File: src/rtl/temp_sched_pkg.sv
// temp_sched_pkg: shared states, ASCII frame constants and digit encoder for the temperature report scheduler
package temp_sched_pkg;
  localparam logic [2:0] ST_IDLE  = 3'd0;
  localparam logic [2:0] ST_HDR_C = 3'd1;
  localparam logic [2:0] ST_HDR_N = 3'd2;
  localparam logic [2:0] ST_COLON = 3'd3;
  localparam logic [2:0] ST_DIGIT = 3'd4;
  localparam logic [2:0] ST_CR    = 3'd5;
  localparam logic [2:0] ST_LF    = 3'd6;
  localparam logic [7:0] CHAR_C     = 8'h43;
  localparam logic [7:0] CHAR_COLON = 8'h3A;
  localparam logic [7:0] CHAR_CR    = 8'h0D;
  localparam logic [7:0] CHAR_LF    = 8'h0A;
  localparam logic [7:0] CHAR_ZERO  = 8'h30;
  localparam logic [7:0] CHAR_ERR   = 8'h3F;
  localparam int FRAME_BYTES = 15;
  localparam int DIGITS = 10;
  function automatic logic [7:0] digit_char(input logic [3:0] n);
    return (n > 4'd9) ? CHAR_ERR : CHAR_ZERO + {4'h0, n};
  endfunction
endpackage

File: src/rtl/rr_arbiter.sv
// rr_arbiter: round-robin arbiter searching strictly after the last granted channel
module rr_arbiter #(
  parameter int NUM_CH = 4
) (
  input  logic              clk,
  input  logic              reset,
  input  logic [NUM_CH-1:0] req,
  input  logic              en,
  output logic [NUM_CH-1:0] grant,
  output logic [3:0]        grant_idx
);
  localparam int IW = NUM_CH > 1 ? $clog2(NUM_CH) : 1;
  logic [3:0] last_grant_q, last_grant_d;
  logic [IW-1:0] k;
  logic found;
  always_comb begin
    grant = '0;
    grant_idx = '0;
    k = '0;
    found = 1'b0;
    for (int i = 1; i <= NUM_CH; i++) begin
      k = IW'((int'(last_grant_q) + i) % NUM_CH);
      if (!found && req[k]) begin
        found = 1'b1;
        grant[k] = 1'b1;
        grant_idx = 4'(k);
      end
    end
    last_grant_d = (en && found) ? grant_idx : last_grant_q;
  end
  always_ff @(posedge clk) last_grant_q <= reset ? 4'(NUM_CH - 1) : last_grant_d;
endmodule

File: src/rtl/temp_report_scheduler.sv
// temp_report_scheduler: shares one UART byte stream among channels, sending "C<n>:<10 digits>\r\n" frames
module temp_report_scheduler #(
  parameter int NUM_CH = 4,
  parameter int DIGITS = 10
) (
  input  logic                       clk,
  input  logic                       reset,
  input  logic [NUM_CH-1:0]          ch_enable,
  input  logic [NUM_CH-1:0]          req_valid,
  input  logic [NUM_CH*DIGITS*4-1:0] req_bcd,
  output logic [NUM_CH-1:0]          req_ready,
  output logic [7:0]                 tx_data,
  output logic                       tx_valid,
  input  logic                       tx_ready,
  output logic                       busy,
  output logic [3:0]                 active_ch,
  output logic                       frame_done,
  output logic                       bcd_err
);
  import temp_sched_pkg::*;
  logic [2:0] state_q, state_d;
  logic [3:0] digit_q, digit_d;
  logic [3:0] active_ch_q, active_ch_d;
  logic [DIGITS*4-1:0] result_q, result_d, picked;
  logic [NUM_CH-1:0] cand, grant;
  logic [3:0] grant_idx, nib;
  logic idle;
  assign idle = state_q == ST_IDLE;
  assign cand = req_valid & ch_enable;
  rr_arbiter #(.NUM_CH(NUM_CH)) u_arb (
    .clk(clk), .reset(reset), .req(cand), .en(idle),
    .grant(grant), .grant_idx(grant_idx)
  );
  always_comb begin
    picked = '0;
    for (int c = 0; c < NUM_CH; c++)
      if (grant[c]) picked = req_bcd[c*DIGITS*4 +: DIGITS*4];
  end
  assign nib = result_q[{digit_q, 2'b00} +: 4];
  // header and trailer states are numbered consecutively, so they simply step forward
  always_comb begin
    state_d = state_q;
    digit_d = digit_q;
    result_d = result_q;
    active_ch_d = active_ch_q;
    case (state_q)
      ST_IDLE: if (|cand) begin
        state_d = ST_HDR_C;
        result_d = picked;
        active_ch_d = grant_idx;
      end
      ST_COLON: if (tx_ready) begin
        state_d = ST_DIGIT;
        digit_d = 4'(DIGITS - 1);
      end
      ST_DIGIT: if (tx_ready) begin
        state_d = (digit_q == 4'd0) ? ST_CR : ST_DIGIT;
        digit_d = digit_q - 4'd1;
      end
      ST_LF: if (tx_ready) state_d = ST_IDLE;
      default: if (tx_ready) state_d = state_q + 3'd1;
    endcase
  end
  always_ff @(posedge clk) begin
    state_q <= reset ? ST_IDLE : state_d;
    digit_q <= reset ? 4'd0 : digit_d;
    active_ch_q <= reset ? 4'd0 : active_ch_d;
    result_q <= reset ? '0 : result_d;
  end
  assign req_ready = idle ? grant : '0;
  assign tx_valid = !idle;
  assign busy = !idle;
  assign active_ch = active_ch_q;
  assign frame_done = (state_q == ST_LF) && tx_ready;
  assign bcd_err = (state_q == ST_DIGIT) && tx_ready && (nib > 4'd9);
  assign tx_data = (state_q == ST_HDR_C) ? CHAR_C :
                   (state_q == ST_HDR_N) ? CHAR_ZERO + {4'h0, active_ch_q} :
                   (state_q == ST_COLON) ? CHAR_COLON :
                   (state_q == ST_DIGIT) ? digit_char(nib) :
                   (state_q == ST_CR)    ? CHAR_CR :
                   (state_q == ST_LF)    ? CHAR_LF : 8'h00;
endmodule

File: config.mk
export PLATFORM = sky130hd
export DESIGN_NAME = temp_report_scheduler
export DESIGN_NICKNAME = d
export VERILOG_FILES = /design/src/rtl/temp_sched_pkg.sv /design/src/rtl/rr_arbiter.sv /design/src/rtl/temp_report_scheduler.sv
export SDC_FILE = /design/constraint.sdc
export NUM_CORES = 1
export LEC_CHECK = 0
export BUFFER_PORTS_ARGS = -buffer_cell sky130_fd_sc_hd__buf_2
export CORE_MARGIN = 3
export CORE_UTILIZATION = 35
export DETAILED_ROUTE_END_ITERATION = 8
export PLACE_DENSITY = 0.68
export SETUP_SLACK_MARGIN = 0.5
export SYNTH_ARGS = -nofsm -noshare
export SYNTH_HDL_FRONTEND = slang
export SYNTH_HIERARCHICAL = 1
export SYNTH_SLANG_ARGS = --single-unit
File: constraint.sdc
create_clock -name clk -period 3.1 [get_ports clk]
set_input_delay 0.155 -clock clk [delete_from_list [all_inputs] [get_ports clk]]
set_output_delay 0.155 -clock clk [all_outputs]
set_load 0.05 [all_outputs]
* Word level (Yosys, flattened, before mapping) *
Cells that the tools add are included.
W data, S select, Z words.

operators by class
  bitwise gates (word level) = 4
  shift operators = 1
  muxes and demuxes = 50
  order comparisons = 9
  eq/ne operators = 10
  add/subtract/negate cells = 8
  reductions and logical operators = 23

operator list
  kind                   number
  $mux W40               4
  $mux W4                12
  $shiftx A40 B7 Y4      1
  $mux W7                5
  $mux W3                5
  $add A6 B4 Y7 const A  2
  $mux W1                13
  $lt A2 B3 Y1 const B   4
  $or A4 B4 Y4           3
  $pmux W3 S4            1
  $logic_and A1 B1 Y1    11
  $eq A3 B3 Y1 const B   3
  $bmux W1 S2            4
  $demux W1 S2           4
  $ge A2 B1 Y1 const B   4
  $pmux W4 S2            1
  $eq A3 B2 Y1 const B   2
  $ne A2 B2 Y1 const B   3
  $reduce_and A5 Y1      1
  $add A2 B1 Y2 const B  2
  $add A2 B2 Y2 const B  2
  $and A4 B4 Y4          1
  $gt A4 B4 Y1 const B   1
  $logic_not A1 Y1       4
  11 further kinds       12

storage, ports and cells
  register bits = 53
  input port bits = 171

* Logic depth before layout (Yosys ltp) *
  depth in word-level cells = 17
  depth in mapped cells = 16
  mapped depth without buffers = 12

* Modules after synthesis *
The synthesis kept the hierarchy.

modules (own cells, without submodules)
  module                 cells an instance  area an instance (µm²)  seq. area each (µm²)  instances
  temp_report_scheduler  481                3734.8                  1021.0                1
  rr_arbiter             72                 613.1                   40.0                  1

* Worst setup path before layout *
OpenSTA, ideal clock, no wires.

  path type = reg-to-reg
  start = register u_arb.last_grant_q[0]
  end = register result_q[17]
  required time = 3.014 ns
  period minus slack after synthesis = 3.280 ns
  buffers on the path = 4
  arrival = 3.194 ns
  cell stages (with the launch flop) = 17
  setup slack = -0.180 ns
  path through = dfxtp_1 -> buf_4 -> inv_2 -> ha_1 -> mux4_2 -> nand2b_1 -> nor2_1 -> a222oi_1 -> nand2_1 -> clkbuf_1 -> nor2b_1 -> buf_2 -> buf_4 -> a221oi_1 -> nor3_1 -> a21oi_1 -> a211oi_1

RTL lines
  item                                                                   RTL line                     source
  from (decl)                                                            rr_arbiter.sv:13             logic [3:0] last_grant_q, last_grant_d;
  from (signal assigned)                                                 rr_arbiter.sv:31             always_ff @(posedge clk) last_grant_q <= reset ? 4'(NUM_CH - 1) : last_grant_d;
  parallel branches: the longest is 12 deep, another holds $lt A2 B3 Y1  n/a
  $mux W4 *                                                              rr_arbiter.sv:23             if (!found && req[k]) begin
  net grant[1]                                                           temp_report_scheduler.sv:25  logic [NUM_CH-1:0] cand, grant;
  $mux W40 * (3 in series)                                               temp_report_scheduler.sv:37  if (grant[c]) picked = req_bcd[c*DIGITS*4 +: DIGITS*4];
  to (signal assigned)                                                   temp_report_scheduler.sv:68  result_q <= reset ? '0 : result_d;
  to (decl)                                                              temp_report_scheduler.sv:24  logic [DIGITS*4-1:0] result_q, result_d, picked;

Mark *: on every way through the listed nets, which the timed path passes. The select of a mux whose other input is x is not followed.
A chain may end at the register's enable or synchronous reset.

* Worst setup path after layout *
  start = register u_arb.last_grant_q[0]
  end = register result_q[18]

The elaborated chain is that of the path after synthesis.

==> key figures <==
Power and ir drop
  – Leakage: 2.74 nW
  – PD cells: 799 nW/um2
  – Maximum vdd drop: 489 uV

Global route
  – Total grt overflow: 0
  – Global Route Usage Sum: 0.218
  – Initial antenna violation count: 2
  – Pin count of the biggest net entering global routing: 86
  – Vias in the first global route: 4730
  – First-pass GRT wire length: 24600 um

Critical path
  – CP arrival: 3.27 ns
  – CP Class: register to register
  – Startpoint types: register
  – Crit end category: register
  – FF-to-FF setup slack: 0.02 ns
  – CP required: 3.29 ns
  – Max FO, Critical Path: 9

Run status
  – Status: completed

CTS
  – Clock-pin slew on the worst setup and hold paths: 0.07 ns
  – Max clock buf depth: 2
  – Clock root buffer: clkbuf_16
  – CTS tree: built
  – CTS Buf Count: 5
  – Worst-Skew Late Latency: 0.30 ns
  – CTS sink count: 53
  – Htree depth: 2
  – Post-CTS Hold Fix Bufs: 0

Floorplan
  – Core footprint: 12100 um2
  – Die area: 13800 um2
  – Die Y: 117 um
  – I/O pins: 191
  – Initial Utilization: 0.360
  – # rows: 40
  – Die width: 117 um

Final layout
  – Fillers: 1092
  – Register area: 1070 um2
  – Design area: 6490 um2
  – Number of nets in the layout: 928
  – Area grow syn2layout: 49.4%
  – Leading cell type in the layout, fill and taps excluded: buf_2
  – Multi-input combinational cell area: 3260 um2
  – Most frequent cells in the layout: buf_2 (184), nor2_1 (72), a21oi_1 (52)
  – Layout cell share with drive strength beyond 1: 0.445
  – Final Non-Filler Cells: 913

STA
  – Pins over their slew limit: 0
  – Final setup viols: 0
  – FMAX: 325 MHz
  – Final period utilization: 0.993
  – RSZ-0062 raised after global routing: yes
  – Rel. slew slack: 0.318
  – Crit path time final: 3.08 ns
  – Worst-Margin Slew: 1.02 ns
  – Final Hold Vio Count: 0
  – Clock skew: 0.00886 ns
  – Final worst setup slack: 0.0215 ns

Synth
  – Sequential-to-total area share from yosys stat: 0.244
  – Post-Syn Area per Cell: 7.86 um2
  – Syn. warnings: 6
  – Mapped Area: 4350 um2
  – Yosys cell types: 59
  – Yosys reg bits: 53
  – Cell count after synthesis: 553
  – Asr flop ratio synth: 0
  – Top_reg_cell synth: dfxtp_1
  – Post-synth EDFFs: 0

Drt
  – Drt wl/cell: 19.2 um
  – Drt first pass iters: 7
  – Detailed-route via count: 5151
  – ANT nets after route: 0
  – DRC viols: 0
  – DR vias/cell: 5.64
  – DRT iter0 DRCs: 493
  – Detailed Route WL: 17500 um

Flow run
  – Max-cap viol count: 0

Placed design
  – Placer Congestion: 0.904
  – Dpl hpwl: 11000 um
  – Placed Cells: 866
  – Place WS: -0.00495 ns
  – I/O Buffers: 189
  – Placement Cell Area: 5430 um2

Worst hold path
  – Type of the tightest min-delay check: input pin to register
synth_stat cells, types with 2 or more instances:
| library cell | instances | share of area |
|---|---|---|
| a21oi_1 | 53 | 0.061 |
| inv_1 | 11 | 0.0095 |
| ha_1 | 15 | 0.043 |
| a211oi_2 | 3 | 0.0086 |
| buf_2 | 11 | 0.013 |
| o211a_1 | 2 | 0.0046 |
| inv_2 | 3 | 0.0026 |
| o21ai_0 | 7 | 0.0081 |
| o22ai_1 | 3 | 0.0043 |
| nand2_1 | 15 | 0.013 |
| dfxtp_1 | 53 | 0.24 |
| nor3_1 | 42 | 0.048 |
| buf_4 | 11 | 0.019 |
| a2bb2oi_1 | 2 | 0.0040 |
| nand3_1 | 5 | 0.0058 |
| nor2_2 | 2 | 0.0029 |
| a221oi_1 | 41 | 0.083 |
| o21a_1 | 2 | 0.0035 |
| and3_1 | 2 | 0.0029 |
| nand2b_1 | 3 | 0.0043 |
| nor2b_1 | 40 | 0.058 |
| conb_1 | 2 | 0.0017 |
| clkbuf_1 | 31 | 0.027 |
| mux2i_1 | 19 | 0.044 |
| buf_1 | 2 | 0.0017 |
| buf_6 | 5 | 0.013 |
| a22oi_1 | 3 | 0.0052 |
| nor2_1 | 73 | 0.063 |
| a222oi_1 | 4 | 0.0092 |
| a211oi_1 | 40 | 0.069 |
| o31a_1 | 2 | 0.0040 |
| nand3b_1 | 3 | 0.0052 |
| mux4_2 | 6 | 0.031 |
| and2_1 | 9 | 0.013 |
| o21ai_1 | 4 | 0.0046 |
worst paths after layout:
kind / cells after the start / to / start
hold / removal: 3 / result_q[19]$_SDFFE_PP0P_ / req_bcd[139]
setup reg to reg: 14 / result_q[18]$_SDFFE_PP0P_ / u_arb/last_grant_q[0]$_SDFFE_PP1P_
hold reg to reg: 2 / result_q[2]$_SDFFE_PP0P_ / result_q[2]$_SDFFE_PP0P_
setup / recovery: 14 / result_q[18]$_SDFFE_PP0P_ / u_arb/last_grant_q[0]$_SDFFE_PP1P_
report_power, final:
group	switching, mW	internal, mW
logic	1.89	1.73
registers	0.128	0.857
clock network	0.275	0.306
total	2.30	2.89
critical path, cell delays in order (launching register included):
cell	delay (ns)
dfxtp_4	0.38
inv_8	0.04
ha_4	0.27
mux4_2	0.52
nand2b_4	0.11
nor2_4	0.05
a222oi_1	0.32
nand2_1	0.16
nor2b_4	0.24
buf_6	0.17
clkbuf_16	0.17
a221oi_1	0.08
nor3_1	0.14
a21oi_1	0.06
a211oi_1	0.26
what timing repair did:
item | in CTS | in global routing
setup endpoints to repair | 48 | 45
pin swaps | 15 | 39
setup buffers | 16 | 8
gates resized for setup | 21 | 54
gates cloned | 6 | 7
cells by family (layout without fill, tap and decap cells):
family,after synthesis,in the layout,synth area share
compound gates,175,175,0.295
fa+ha+maj,15,15,0.0432
buf+inv,75,264,0.0863
flops,53,53,0.244
mux,28,28,0.0886
other cells,2,5,0.00173
simple gates,205,205,0.241
stage by stage:
stage	hold WS (ns)	util	power [mW]	setup TNS (ns)
final	0.206	0.538	5.19	0
after global routing	0.220	0.538	5.49	-2.60
after floorplan	0.256	-	2.85	0
after global placement	0.486	0.450	3.41	0
after detailed placement	0.493	0.450	3.47	-0.00495
after CTS	0.203	0.497	4.56	0
per-layer routing:
metal / global-route usage / vias to the layer above / part of all wire
met1: 0.290 / 2404 / 0.41
met5: 0 / - / 0
met3: 0.0279 / 35 / 0.075
met4: 0.0667 / 0 / 0.029
met2: 0.370 / 277 / 0.49
li1: - / 2435 / -
final cells by class:
class	instances	share of cell area
multi-input combinational	426	0.502
clock inverter	3	0.00405
antenna	2	0.000771
inverter	14	0.00925
tap	168	0.0324
timing repair buffer	242	0.268
clock buffer	5	0.0193
sequential	53	0.165
sequential cells by signal, indices dropped and copies added, names as in the netlist:
signal and count:
state_q 3, active_ch 4, result_q 40, u_arb/last_grant_q 2, digit_q 4
(Power assumes the default switching activity.)
